File: config.mk
export PLATFORM = sky130hd
export DESIGN_NAME = regincr_pipe
export DESIGN_NICKNAME = d
export VERILOG_FILES = /design/src/rtl/regincr_pipe.sv
export SDC_FILE = /design/constraint.sdc
export NUM_CORES = 1
export LEC_CHECK = 0
export ABC_AREA = 0
export CELL_PAD_IN_SITES_DETAIL_PLACEMENT = 0
export CELL_PAD_IN_SITES_GLOBAL_PLACEMENT = 1
export CORE_AREA = 2 2 73 54
export DETAILED_ROUTE_END_ITERATION = 6
export DIE_AREA = 0 0 75 56
export PLACE_DENSITY_LB_ADDON = 0.15
export SLEW_MARGIN = 20
export SYNTH_ARGS = -nofsm -noshare
export SYNTH_HDL_FRONTEND = slang
export SYNTH_SLANG_ARGS = --single-unit
File: constraint.sdc
create_clock -name clk -period 2.7 [get_ports clk]
set_input_delay 0.27 -clock clk [delete_from_list [all_inputs] [get_ports clk]]
set_output_delay 0.27 -clock clk [all_outputs]
set_load 0.03 [all_outputs]
File: src/rtl/regincr_pipe.sv
// regincr_pipe: NSTAGES-deep register-incrementer pipeline with val/rdy
// handshakes on both ends.
//
// Each stage registers its upstream value and adds INCR. The addition wraps
// modulo 2^WIDTH, or clamps at 2^WIDTH-1 when SATURATE=1. The pipe supports
// full backpressure and collapses bubbles. It also keeps a registered count
// of the entries in flight.
//
// Ports:
//   clk      rising-edge clock
//   reset    synchronous, active-high; discards all in-flight data
//   in_      input data (WIDTH)
//   in_val   in_ holds a valid transaction
//   in_rdy   pipe accepts this cycle (combinational from out_rdy)
//   out      last-stage data (WIDTH)
//   out_val  out holds a valid result
//   out_rdy  consumer accepts this cycle
//   count    number of valid entries in flight (0..NSTAGES)
module regincr_pipe #(
  parameter int unsigned WIDTH    = 8,
  parameter int unsigned NSTAGES  = 3,
  parameter int unsigned INCR     = 1,
  parameter bit          SATURATE = 1'b0
) (
  input  logic                           clk,
  input  logic                           reset,
  input  logic [WIDTH-1:0]               in_,
  input  logic                           in_val,
  output logic                           in_rdy,
  output logic [WIDTH-1:0]               out,
  output logic                           out_val,
  input  logic                           out_rdy,
  output logic [$clog2(NSTAGES+1)-1:0]   count
);

  localparam int unsigned CW = $clog2(NSTAGES + 1);
  localparam logic [WIDTH-1:0] INCR_W = WIDTH'(INCR);

  logic [WIDTH-1:0] data_q [NSTAGES];
  logic [WIDTH-1:0] data_d [NSTAGES];
  logic [NSTAGES-1:0] val_q, val_d;
  logic [CW-1:0] count_q, count_d;

  // adv[k] is the go signal for stage k.
  // adv[NSTAGES] stands in for the consumer, so the backward chain has a
  // uniform form at every stage.
  logic [NSTAGES:0] adv;
  logic in_xfer, out_xfer;

  function automatic logic [WIDTH-1:0] incr_f(input logic [WIDTH-1:0] x);
    logic [WIDTH:0] sum;
    sum = {1'b0, x} + {1'b0, INCR_W};
    if (SATURATE && sum[WIDTH])
      return '1;
    else
      return sum[WIDTH-1:0];
  endfunction

  always_comb begin
    adv = '0;
    adv[NSTAGES] = out_rdy;
    for (int unsigned j = 0; j < NSTAGES; j++) begin
      adv[NSTAGES-1-j] = !val_q[NSTAGES-1-j] | adv[NSTAGES-j];
    end

    in_xfer  = in_val & adv[0];
    out_xfer = val_q[NSTAGES-1] & out_rdy;

    data_d = data_q;
    val_d  = val_q;
    if (adv[0]) begin
      data_d[0] = incr_f(in_);
      val_d[0]  = in_val;
    end
    for (int unsigned k = 1; k < NSTAGES; k++) begin
      if (adv[k]) begin
        data_d[k] = incr_f(data_q[k-1]);
        val_d[k]  = val_q[k-1];
      end
    end

    count_d = count_q;
    case ({in_xfer, out_xfer})
      2'b10:   count_d = count_q + CW'(1);
      2'b01:   count_d = count_q - CW'(1);
      default: count_d = count_q;
    endcase
  end

  always_ff @(posedge clk) begin
    if (reset) begin
      data_q  <= '{default: '0};
      val_q   <= '0;
      count_q <= '0;
    end else begin
      data_q  <= data_d;
      val_q   <= val_d;
      count_q <= count_d;
    end
  end

  assign in_rdy  = adv[0];
  assign out     = data_q[NSTAGES-1];
  assign out_val = val_q[NSTAGES-1];
  assign count   = count_q;

endmodule

==> results.cfg, run 1 <==
[status]
run_status = completed

[placement]
place_hpwl_um = 1980
gp_congestion = 0.785
io_buffers = 23
post-place-ws_ps = 786

[clocking]
cts_tree = built
clk_latency_ps = 280
max-clock-path-buffers = 2
clock_sinks = 29
cts_hold_buf = 0
cts_setup_buffers = 0
path_clk_slew_ps = 60
cts-root-buf = clkbuf_8
cts_made_buffers = 5
cts_resized = 0
htreeDepth = 2

[die]
start_util_pct = 40.8
pin_count = 24
core_sq_um = 3450
num_rows = 18
dieWidth_um = 75
dieArea_sq_um = 4200
die_h_um = 56

[layout]
mostFrequentLayoutCell = dfxtp_1
fin_nets = 194
final_cell_mix = dfxtp_1, nor2_1, clkdlybuf4s50_1, a211oi_1, nand3_1
drive_above_1_share_pct = 6.70
n_antenna_cell = 0
syn2layout_area_growth_pct = 23.8

[grt]
gr-total-overflow = 0
grt_pass1_vias = 1019
grt_pass1_wl_um = 4550
antenna_found_initial = 0
grt_start_max_net_pins = 30
grtUsageTotal_pct = 14.4

[routing]
wl_um = 2660
drtIter0Drc = 44
routed_via_density = 5.07
dr.pass1.iters = 4
wl_per_cell_um = 11.6
drc_errors = 0
via_count = 1160
ant_nets = 0

[worst_setup_path]
crit_path_max_fanout = 4
regToRegStartpoint = val_q[2]
cp-end-kind = output port
reg2reg_slack_ps = 1200
r2r_end = count[1]
required_ps = 2430
rr_worst_depth = 5
cp_data_arrival_time_ps = 1650
start_kind = input port
crit_type = in2out

[power]
vdd_drop_max_mv = 0.358
powerDensity_nw_per_um2 = 617
p_leak_nw = 0.684

[timing]
worstMarginPinSlew_ps = 580
hold_slack_ps = 461
rsz0062_at_grt = no
finalSetupViolCount = 0
fmax_mhz = 521
min_period_over_period_pct = 71.1
final.setup.tns_ps = 0
fin_skew_ps = 2.53
layout_min_cycle_time_ps = 1920
slew_headroom_pct = 61.2
hold_viol_final = 0
slew_viol_final = 0
setup_slack_ps = 781

[logic_synthesis]
synth_cell_types = 23
syn_area_sq_um = 1410
synth_seq_cells = 29
syn_nets = 177
synthCells = 161
avgSynthCellArea_sq_um = 8.74
seq_area_frac_synth_pct = 41.3
ys_warn_count = 0

[worst_hold_path]
min_delay_path_depth = 2
min_from = val_q[0]
hold_path_class = reg2reg
min_to = val_q[1]

[job]
max_cap_violations = 0
## sequential cells by signal, summed over array words and instances (netlist names)
| signal | flops |
|---|---|
| count | 2 |
| val_q | 3 |
| data_q | 16 |
| out | 8 |
## worst max-delay path: stages
cell	delay, ps
clkdlybuf4s50_1	500
nand4b_2	180
clkdlybuf4s50_1	700
## metal layers
layer / vias up / part of all wire, % / track usage, %
li1: 608 / - / -
met1: 530 / 54 / 19.4
met2: 17 / 41 / 19.9
met3: 5 / 4.3 / 5.98
met4: 0 / 1.5 / 6.12
met5: - / 0 / 0
## final cells by class
| type | count | area (sq um) |
|---|---|---|
| clock buffer | 7 | 86.3 |
| clock inverter | 1 | 30.0 |
| fill | 337 | 1710 |
| inverter | 6 | 22.5 |
| multi-input combinational | 111 | 713 |
| sequential | 29 | 581 |
| tap | 50 | 62.6 |
| timing repair buffer | 25 | 245 |
## power by group
part	leakage (nW)	switching [mW]	total (mW)	internal, mW
combinational	0.386	0.0653	0.129	0.0636
clock	0.0585	0.160	0.460	0.300
sequential	0.240	0.0285	0.485	0.457
total	0.684	0.254	1.07	0.821
## worst max-delay path by stage
stage | from | endpoint | slack, ps | cells past startpoint
2_1_floorplan | val_q[2] | count[1] | 590 | 6
3_3_place_gp | out_rdy | in_rdy | 780 | 3
3_5_place_dp | out_rdy | in_rdy | 790 | 3
4_1_cts | out_rdy | in_rdy | 760 | 3
5_1_grt | out_rdy | in_rdy | 720 | 3
6_report | out_rdy | in_rdy | 780 | 3
## through the flow
stage	instances	utilization [%]	power, mW	cell area [sq um]
global placement	221	47.1	0.622	1620
floorplan	161	-	0.576	1410
global route	229	50.5	1.12	1740
finish	229	50.5	1.07	1740
detailed placement	221	47.1	0.624	1620
CTS	229	50.5	1.09	1740
## logic make-up (layout without fill, tap and decap cells)
logic type	count (synthesis)	in the layout	synth area share [%]
compound gates	35	35	17.0
xor+xnor	11	11	6.85
fa+ha+maj	4	4	3.56
buf+inv	21	39	8.01
flops	29	29	41.3
mux	3	3	2.14
simple gates	58	58	21.2
## Yosys cell counts, drive strengths merged
cell type	instances	share of area, %
a311oi	9	5.6
o21ai	10	3.6
xor2	7	4.4
a21oi	4	1.4
clkbuf	4	1.1
nand4	3	2.2
nand4b	1	1.1
nand2	4	1.1
buf	11	5.3
xnor2	4	2.5
nand3b	1	0.53
or3	10	4.4
ha	4	3.6
nand2b	1	0.45
dfxtp	29	41
and2	1	0.45
a211oi	12	6.4
nor2	25	6.7
nand3	12	4.3
inv	6	1.6
mux2i	3	2.1
(Power assumes the default switching activity.)
==> inputs of run 2 (changes only) <==
--- a/config.mk
+++ b/config.mk
@@ -8,9 +8,9 @@
 export ABC_AREA = 0
 export CELL_PAD_IN_SITES_DETAIL_PLACEMENT = 0
 export CELL_PAD_IN_SITES_GLOBAL_PLACEMENT = 1
-export CORE_AREA = 2 2 73 54
+export CORE_AREA = 2 2 75 56
 export DETAILED_ROUTE_END_ITERATION = 6
-export DIE_AREA = 0 0 75 56
+export DIE_AREA = 0 0 77 58
 export PLACE_DENSITY_LB_ADDON = 0.15
 export SLEW_MARGIN = 20
 export SYNTH_ARGS = -nofsm -noshare
==> constraint.sdc (replaced) <==
create_clock -name clk -period 1.9 [get_ports clk]
set_input_delay 0.19 -clock clk [delete_from_list [all_inputs] [get_ports clk]]
set_output_delay 0.19 -clock clk [all_outputs]
set_load 0.03 [all_outputs]
==> results.cfg, run 2 (synthesis gave the netlist of run 1 again) <==
[status]
run_status = completed

[power]
powerDensity_nw_per_um2 = 815
p_comb_share_pct = 13.0
vdd_drop_max_mv = 0.418
power_mw = 1.43
power_frac_seq_pct = 48.4
intPower_mw = 1.07
p_leak_nw = 0.693
power_switching_share_pct = 25.1
p_clk_share_pct = 38.6
switchingPower_uw = 359

[worst_setup_path]
cp-end-kind = output port
start_kind = input port
crit_path_max_fanout = 4
required_ps = 1710
cp_cell_sequence = clkdlybuf4s50_1 > nand4b_2 > clkdlybuf4s50_1
crit_type = in2out
crit_family = buffers and inverters
critPathBufInv = 2
cp_slowest_stage_delay_ps = 690
crit_top_cell = clkdlybuf4s50_1
crit_slowest_cell = clkdlybuf4s50_1
cp_data_arrival_time_ps = 1580

[placement]
io_buffers = 23
post-place-ws_ps = 40.2
place_hpwl_um = 2030
gp_congestion = 0.726
placed_cells = 226

[timing]
fin_skew_ps = 2.82
hold_viol_final = 0
rsz0062_at_grt = no
slew_headroom_pct = 79.4
min_period_over_period_pct = 93.0
finalSetupViolCount = 0
setup_slack_ps = 134
fmax_mhz = 566
worstMarginPinSlew_ps = 308
slew_viol_final = 0
final.setup.tns_ps = 0
layout_min_cycle_time_ps = 1770

[clocking]
cts_made_buffers = 5
cts_resized = 0
htreeDepth = 2
max-clock-path-buffers = 2
cts_tree = built
path_clk_slew_ps = 60
cts-root-buf = clkbuf_8
clock_sinks = 29
cts_setup_buffers = 0
clk_latency_ps = 270
cts_hold_buf = 0

[grt]
antenna_found_initial = 0
grt_start_max_net_pins = 30
gr-total-overflow = 0
grt_pass1_wl_um = 5000
grt_pass1_vias = 1107
grtUsageTotal_pct = 14.1

[routing]
ant_nets = 0
wl_per_cell_um = 11.5
via_count = 1139
drtIter0Drc = 41
wl_um = 2680
routed_via_density = 4.87
drc_errors = 0
dr.pass1.iters = 4

[die]
core_sq_um = 3760
num_rows = 19
dieArea_sq_um = 4470
dieWidth_um = 77
start_util_pct = 37.4
pin_count = 24
die_h_um = 58

[worst_hold_path]
hold_path_class = reg2reg

[layout]
fin_cells = 234
regMostFlops = data_q
final_cell_mix = dfxtp_1, nor2_1, clkdlybuf4s50_1, a211oi_1, nand3_1
drive_above_1_share_pct = 9.34
fillers = 390
syn2layout_area_growth_pct = 24.6
largest_register_ffs = 16
mostFrequentLayoutCell = dfxtp_1
regArea_sq_um = 582
multiInputGateArea_sq_um = 713
fin_nets = 197
n_antenna_cell = 0

[job]
max_cap_violations = 0
==> run 2: changes by cell type in the layout (fill, tap and decap cells not counted) <==
cell       delta
clkbuf_1      -1
clkbuf_8      +1
dfxtp_2       +1
dfxtp_1       -1
bufinv_16     -1
clkinv_2      +1
buf_4         +3
==> run 2: worst paths after layout <==
check,startpoint,to,slack (ps),cells after the start
hold reg to reg,val_q[0],val_q[1],460,2
setup / recovery,out_rdy,in_rdy,130,3
setup reg to reg,val_q[1],count[1],410,5
hold / removal,val_q[0],val_q[1],460,2
==> run 2: power by group through the flow <==
stage	sequential (mW)	combinational (mW)	clock [mW]
finish	0.691	0.185	0.551
global route	0.700	0.205	0.579
CTS	0.692	0.188	0.565
detailed placement	0.705	0.187	0
global placement	0.704	0.186	0
floorplan	0.705	0.114	0
==> run 2: through the flow <==
step / cell area (sq um) / hold WS [ps] / util (%)
CTS: 1750 / 466 / 46.6
global placement: 1650 / 449 / 43.9
finish: 1750 / 458 / 46.6
global route: 1750 / 490 / 46.6
floorplan: 1410 / 286 / -
detailed placement: 1650 / 460 / 43.9
==> run 2: cell type report <==
type	instances	share of cell area, %
inverter	6	1.29
sequential	29	33.2
multi-input combinational	111	40.7
tap	52	3.71
clock buffer	7	5.50
clock inverter	1	0.286
timing repair buffer	28	15.3
==> run 2: metal layers <==
metal | vias up | track usage [%] | wire length [um]
met3 | 4 | 4.36 | 122
met1 | 507 | 19.9 | 1450
met4 | 0 | 5.36 | 38
met5 | - | 0 | 0
met2 | 17 | 20.3 | 1070
li1 | 611 | - | -
==> run 2: worst reg2reg max path: cells and delay by family, from the launching register on <==
kind	cells	cell delay, ps
adders and majority gates	1	260
AOI/OAI and AO/OA	1	140
and+or+nand+nor	3	660
DFF	1	370
